### src/rtl/fifo_salida_mux_pkg.sv
// Shared constants for the output buffer stage placed after the memory mux.
package fifo_salida_mux_pkg;

    // Word width shared with the mux data_out.
    localparam int unsigned DATA_WIDTH = 2;
    // Number of entries. This must be a power of two so that the pointers wrap naturally.
    localparam int unsigned DEPTH = 4;
    localparam int unsigned ADDR_WIDTH = 2;
    // The occupancy counter needs one bit more than the pointers so it can represent DEPTH.
    localparam int unsigned CNT_WIDTH = ADDR_WIDTH + 1;

    localparam int unsigned ALMOST_FULL_TH_DEF = 3;
    localparam int unsigned ALMOST_EMPTY_TH_DEF = 1;

    typedef logic [DATA_WIDTH-1:0] data_t;
    typedef logic [ADDR_WIDTH-1:0] addr_t;
    typedef logic [CNT_WIDTH-1:0]  cnt_t;

endpackage

### src/rtl/fifo_salida_mux_if.sv
// Push/pop handshake and status bundle between the mux side and the downstream reader.
interface fifo_salida_mux_if;
    import fifo_salida_mux_pkg::*;

    data_t data_in;
    logic  push;
    logic  pop;
    data_t data_out;
    logic  valid_out;
    logic  full;
    logic  empty;
    logic  almost_full;
    logic  almost_empty;
    logic  fifo_error;
    cnt_t  count;

    // Producer/consumer side: drives requests and observes status.
    modport master (
        output data_in, push, pop,
        input  data_out, valid_out, full, empty, almost_full, almost_empty, fifo_error, count
    );

    // FIFO side.
    modport slave (
        input  data_in, push, pop,
        output data_out, valid_out, full, empty, almost_full, almost_empty, fifo_error, count
    );

endinterface

### src/rtl/fifo_salida_mux_memoria_fifo.sv
// DEPTH x DATA_WIDTH register file: synchronous write port, combinational read port.
module memoria_fifo
    import fifo_salida_mux_pkg::*;
(
    input  logic  clk,
    input  logic  we,
    input  addr_t waddr,
    input  data_t wdata,
    input  addr_t raddr,
    output data_t rdata
);

    data_t mem [DEPTH];

    // Storage is not reset. Occupancy tracking makes any stale contents unobservable.
    always_ff @(posedge clk) begin
        if (we) begin
            mem[waddr] <= wdata;
        end
    end

    assign rdata = mem[raddr];

endmodule

### src/rtl/fifo_salida_mux.sv
// Output buffer FIFO. It holds the pointers, the occupancy count, the flags and the registered
// read word.
module fifo_salida_mux
    import fifo_salida_mux_pkg::*;
#(
    parameter int unsigned ALMOST_FULL_TH  = ALMOST_FULL_TH_DEF,
    parameter int unsigned ALMOST_EMPTY_TH = ALMOST_EMPTY_TH_DEF
) (
    input logic               clk,
    input logic               reset_L,
    fifo_salida_mux_if.slave  bus
);

    addr_t wr_ptr_q, wr_ptr_d;
    addr_t rd_ptr_q, rd_ptr_d;
    cnt_t  count_q, count_d;
    data_t data_out_q, data_out_d;
    logic  valid_q, valid_d;
    logic  error_q, error_d;
    logic  empty, full;
    logic  push_ok, pop_ok;
    data_t rdata;

    memoria_fifo u_mem (
        .clk   (clk),
        .we    (push_ok),
        .waddr (wr_ptr_q),
        .wdata (bus.data_in),
        .raddr (rd_ptr_q),
        .rdata (rdata)
    );

    assign empty = (count_q == '0);
    assign full  = (count_q == cnt_t'(DEPTH));

    // Acceptance and next state. A pop on a full FIFO frees a slot for a push in the same edge.
    // There is no bypass, so a push into an empty FIFO is never visible to a same-cycle pop.
    always_comb begin
        pop_ok     = bus.pop && !empty;
        push_ok    = bus.push && (!full || pop_ok);
        wr_ptr_d   = wr_ptr_q;
        rd_ptr_d   = rd_ptr_q;
        count_d    = count_q;
        data_out_d = data_out_q;
        valid_d    = pop_ok;
        error_d    = error_q | (bus.push & ~push_ok) | (bus.pop & empty);
        if (push_ok) begin
            wr_ptr_d = wr_ptr_q + addr_t'(1);
        end
        if (pop_ok) begin
            rd_ptr_d   = rd_ptr_q + addr_t'(1);
            data_out_d = rdata;
        end
        unique case ({push_ok, pop_ok})
            2'b10:   count_d = count_q + cnt_t'(1);
            2'b01:   count_d = count_q - cnt_t'(1);
            default: count_d = count_q;
        endcase
    end

    // State registers. Reset clears the registers immediately and discards all queued data.
    always_ff @(posedge clk or negedge reset_L) begin
        if (!reset_L) begin
            wr_ptr_q   <= '0;
            rd_ptr_q   <= '0;
            count_q    <= '0;
            data_out_q <= '0;
            valid_q    <= 1'b0;
            error_q    <= 1'b0;
        end else begin
            wr_ptr_q   <= wr_ptr_d;
            rd_ptr_q   <= rd_ptr_d;
            count_q    <= count_d;
            data_out_q <= data_out_d;
            valid_q    <= valid_d;
            error_q    <= error_d;
        end
    end

    assign bus.data_out     = data_out_q;
    assign bus.valid_out    = valid_q;
    assign bus.full         = full;
    assign bus.empty        = empty;
    assign bus.almost_full  = (count_q >= cnt_t'(ALMOST_FULL_TH));
    assign bus.almost_empty = (count_q <= cnt_t'(ALMOST_EMPTY_TH));
    assign bus.fifo_error   = error_q;
    assign bus.count        = count_q;

endmodule

### src/flat_wrapper.sv
// flat-port wrapper written by rule: the top's interface ports become plain ports
module fifo_salida_mux_flat import fifo_salida_mux_pkg::*;
#(
    parameter int unsigned ALMOST_FULL_TH  = ALMOST_FULL_TH_DEF,
    parameter int unsigned ALMOST_EMPTY_TH = ALMOST_EMPTY_TH_DEF
)
  (clk, reset_L, bus_data_in, bus_push, bus_pop, bus_data_out, bus_valid_out, bus_full, bus_empty, bus_almost_full, bus_almost_empty, bus_fifo_error, bus_count);
  fifo_salida_mux_if bus_i ();
  input logic clk;
  input logic reset_L;
  input wire logic [$bits(bus_i.data_in)-1:0] bus_data_in;
  input wire logic [$bits(bus_i.push)-1:0] bus_push;
  input wire logic [$bits(bus_i.pop)-1:0] bus_pop;
  output wire logic [$bits(bus_i.data_out)-1:0] bus_data_out;
  output wire logic [$bits(bus_i.valid_out)-1:0] bus_valid_out;
  output wire logic [$bits(bus_i.full)-1:0] bus_full;
  output wire logic [$bits(bus_i.empty)-1:0] bus_empty;
  output wire logic [$bits(bus_i.almost_full)-1:0] bus_almost_full;
  output wire logic [$bits(bus_i.almost_empty)-1:0] bus_almost_empty;
  output wire logic [$bits(bus_i.fifo_error)-1:0] bus_fifo_error;
  output wire logic [$bits(bus_i.count)-1:0] bus_count;
  assign bus_i.data_in = bus_data_in;
  assign bus_i.push = bus_push;
  assign bus_i.pop = bus_pop;
  assign bus_data_out = bus_i.data_out;
  assign bus_valid_out = bus_i.valid_out;
  assign bus_full = bus_i.full;
  assign bus_empty = bus_i.empty;
  assign bus_almost_full = bus_i.almost_full;
  assign bus_almost_empty = bus_i.almost_empty;
  assign bus_fifo_error = bus_i.fifo_error;
  assign bus_count = bus_i.count;
  fifo_salida_mux #(.ALMOST_FULL_TH(ALMOST_FULL_TH), .ALMOST_EMPTY_TH(ALMOST_EMPTY_TH)) u_core (.clk(clk), .reset_L(reset_L), .bus(bus_i));
endmodule
### config.mk
export PLATFORM = sky130hd
export DESIGN_NAME = fifo_salida_mux_flat
export DESIGN_NICKNAME = d
export VERILOG_FILES = /design/src/rtl/fifo_salida_mux_pkg.sv /design/src/rtl/fifo_salida_mux_if.sv /design/src/rtl/fifo_salida_mux_memoria_fifo.sv /design/src/rtl/fifo_salida_mux.sv /design/src/flat_wrapper.sv
export SDC_FILE = /design/constraint.sdc
export NUM_CORES = 1
export LEC_CHECK = 0
export CORE_AREA = 2 2 45 47
export DETAILED_ROUTE_END_ITERATION = 8
export DIE_AREA = 0 0 47 49
export GPL_TIMING_DRIVEN = 0
export PLACE_DENSITY = 0.88
export SLEW_MARGIN = 20
export SYNTH_ARGS = -nofsm -noshare
export SYNTH_HDL_FRONTEND = slang
export SYNTH_SLANG_ARGS = --single-unit
### constraint.sdc
create_clock -name clk -period 3.1 [get_ports clk]
set_input_delay 0.93 -clock clk [delete_from_list [all_inputs] [get_ports clk]]
set_output_delay 0.93 -clock clk [all_outputs]
set_load 0.02 [all_outputs]
==> metrics.txt <==
outcome complete, no violations; CTS sink count 19; Die Ht 49 um; first-pass iteration count of the detailed router 3; final hold violations 0; critical path type flop to primary output; Final period util 0.920; Seq/Total Area, Yosys 0.558; worst hold path type flop to flop; share of layout cells above drive strength 1 0.0761; pin count of the biggest net entering global routing 12; FF/Latch Area ~520 um^2; setup tns final 0 ns; initial DRC count 3; final number of max-transition violations 0; Syn Nets 88; Setup Fix Bufs, Post-CTS 0; vias in the first global route slightly below 600; Tot GR Track Use 0.152; gr ovfl total 0; # diodes 0; Reg power frac 0.384; RSZ-0062 raised after global routing no; crit path from u_core.bus.count[0]; switching part of the total 0.381; initial antenna violation count 0; Netlist Area Pre-Place about 920 um^2; critical path peak fanout 5; routed wire length per instance between 10 and 15 um; Critical R2R Launch u_core.bus.count[0]; worst slack, placed 0.527 ns; clk_lat worst skew 0.29 ns; Initial Util 0.502; critical path capture point type primary output; Die Width between 40 and 50 um; most frequent cells in the layout 16 x clkdlybuf4s50_1, 11 x dfrtp_1, 10 x inv_1, 10 x ha_1, 8 x edfxtp_1; Critical Path RT between 2 and 2.5 ns; Leakage Power 0.493 nW; CTS resizes 0; worst r2r dst u_core.bus.count[2]; GP Congestion about 0.70; FP Rows 16; FMAX 351 MHz; Reg2Reg Depth 8; NumNets Final ~110; die area approximately 2300 um^2; Root Driver clkbuf_4; max-cap viol count 0; CTS H-tree depth 1; count of cell types in the netlist 21; Clock transition at path regs 0.10 ns; switching power roughly 420 uW; drt total wl around 1400 um; Rel. slew slack 0.673; final-report setup violation count 0; # hold bufs at CTS 0; Internal Power 684 uW; Finished Cell Area 1140 um^2; PwrDens ~970 nW/um^2; Area Overhead vs Synth 23.8%; Seq cells post-synth 19; WHS 0.471 ns; fillers between 150 and 200; actual slew at the worst max-slew pin approximately 0.49 ns; startpoint types flop; area of the multi-input gates approximately 370 um^2; Comb pwr share 0.507; Final ANT Viol Nets 0; Peak VDD IR 0.463 mV; Final Critical Period 2.85 ns; commonest non-fill, non-tap cell in the layout clkdlybuf4s50_1; I/O pin count 17; Num CTS Buffers 3; CP Data Arrival Time 1.92 ns; core area about 1800 um^2; first-pass GRT wire length around 2500 um; flop-to-flop setup slack roughly 1.1 ns; Post-Syn Instances 72; Worst setup endpoint bus_empty; Clock Path Buffers 2; Mean Syn Cell Area between 10 and 15 um^2; min setup slack post-route around 0.25 ns; Placed Area about 1100 um^2; CTS tree yes; drt drc 0; Vias ~570; Synthesis Warnings 0; Final HPWL DP roughly 1200 um; number of port buffers 16; Setup Skew around 0.0073 ns; Clk pwr share 0.109; Final Power 1.11 mW; via density per instance roughly 4.8
-- through the flow --
| stage | utilization | instances |
|---|---|---|
| after floorplan | - | 72 |
| after global placement | 0.607 | 115 |
| after detailed placement | 0.607 | 115 |
| after CTS | 0.622 | 119 |
| after global routing | 0.622 | 119 |
| final | 0.622 | 119 |
-- logic make-up after synthesis --
| logic type | synth area share |
|---|---|
| adders and majority gates | 0.135 |
| muxes | 0.0852 |
| AOI/OAI and AO/OA | 0.0568 |
| and+or+nand+nor | 0.0771 |
| xor gates and xnor gates | 0.0474 |
| DFF | 0.558 |
| buffers and inverters | 0.0406 |
-- sequential cells by signal (all words and copies together), names as in the netlist --
name and cells:
u_core.bus.count 3, u_core.bus.fifo_error 1, u_core.bus.valid_out 1, u_core.rd_ptr_q 2, u_core.wr_ptr_q 2, u_core.bus.data_out 2
u_core.u_mem.mem 8
-- worst max-delay path, cell delays in order (launching register included) --
cell and delay [ns]:
dfrtp_1 0.44, inv_1 0.13, ha_1 0.20, nor2b_1 0.22, clkdlybuf4s50_1 0.64
-- synthesized netlist by cell type, drive strengths merged --
master  count  area (um^2)
nand3b      1         7.51
dfrtp      11          275
ha         10          125
nor2        4         15.0
edfxtp      8          240
inv        10         37.5
o21ai       3         15.0
mux2        3         33.8
xor2        1         8.76
xnor2       4         35.0
o21a        1         7.51
and2        4         25.0
nand2b      1         6.26
nor2b       1         6.26
a21o        1         7.51
o22ai       1         6.26
a21oi       2         10.0
nand2       3         11.3
mux4        2         45.0
a31oi       1         6.26
-- per-layer routing --
metal,GRT usage,routed length [um],vias to the layer above
li1,-,-,282
met4,0.0833,35,0
met3,0.0222,49,5
met5,0,0,-
met1,0.173,596,267
met2,0.258,767,13
-- how the worst min path moves through the flow --
| stage | start | to | slack [ns] | cells past startpoint |
|---|---|---|---|---|
| 2_1_floorplan | u_core.rd_ptr_q[1] | u_core.rd_ptr_q[1] | 0.48 | 1 |
| 3_3_place_gp | u_core.bus.fifo_error | u_core.bus.fifo_error | 0.44 | 1 |
| 3_5_place_dp | u_core.bus.fifo_error | u_core.bus.fifo_error | 0.45 | 1 |
| 4_1_cts | u_core.bus.fifo_error | u_core.bus.fifo_error | 0.48 | 1 |
| 5_1_grt | u_core.bus.fifo_error | u_core.bus.fifo_error | 0.50 | 1 |
| 6_report | u_core.bus.fifo_error | u_core.bus.fifo_error | 0.47 | 1 |
-- cell type report --
| type | count | area share |
|---|---|---|
| clock buffer | 4 | 0.0230 |
| timing repair buffer | 16 | 0.140 |
| sequential | 19 | 0.450 |
| inverter | 10 | 0.0328 |
| multi-input combinational | 43 | 0.325 |
| tap | 27 | 0.0295 |
-- power groups by stage --
| stage | sequential, mW | combinational [mW] | clock, mW |
|---|---|---|---|
| floorplan | 0.463 | 0.315 | 0 |
| global placement | 0.425 | 0.541 | 0 |
| detailed placement | 0.434 | 0.564 | 0 |
| CTS | 0.427 | 0.567 | 0.125 |
| global route | 0.438 | 0.620 | 0.136 |
| finish | 0.425 | 0.560 | 0.121 |
No activity file was read; power rests on OpenSTA's default activity.
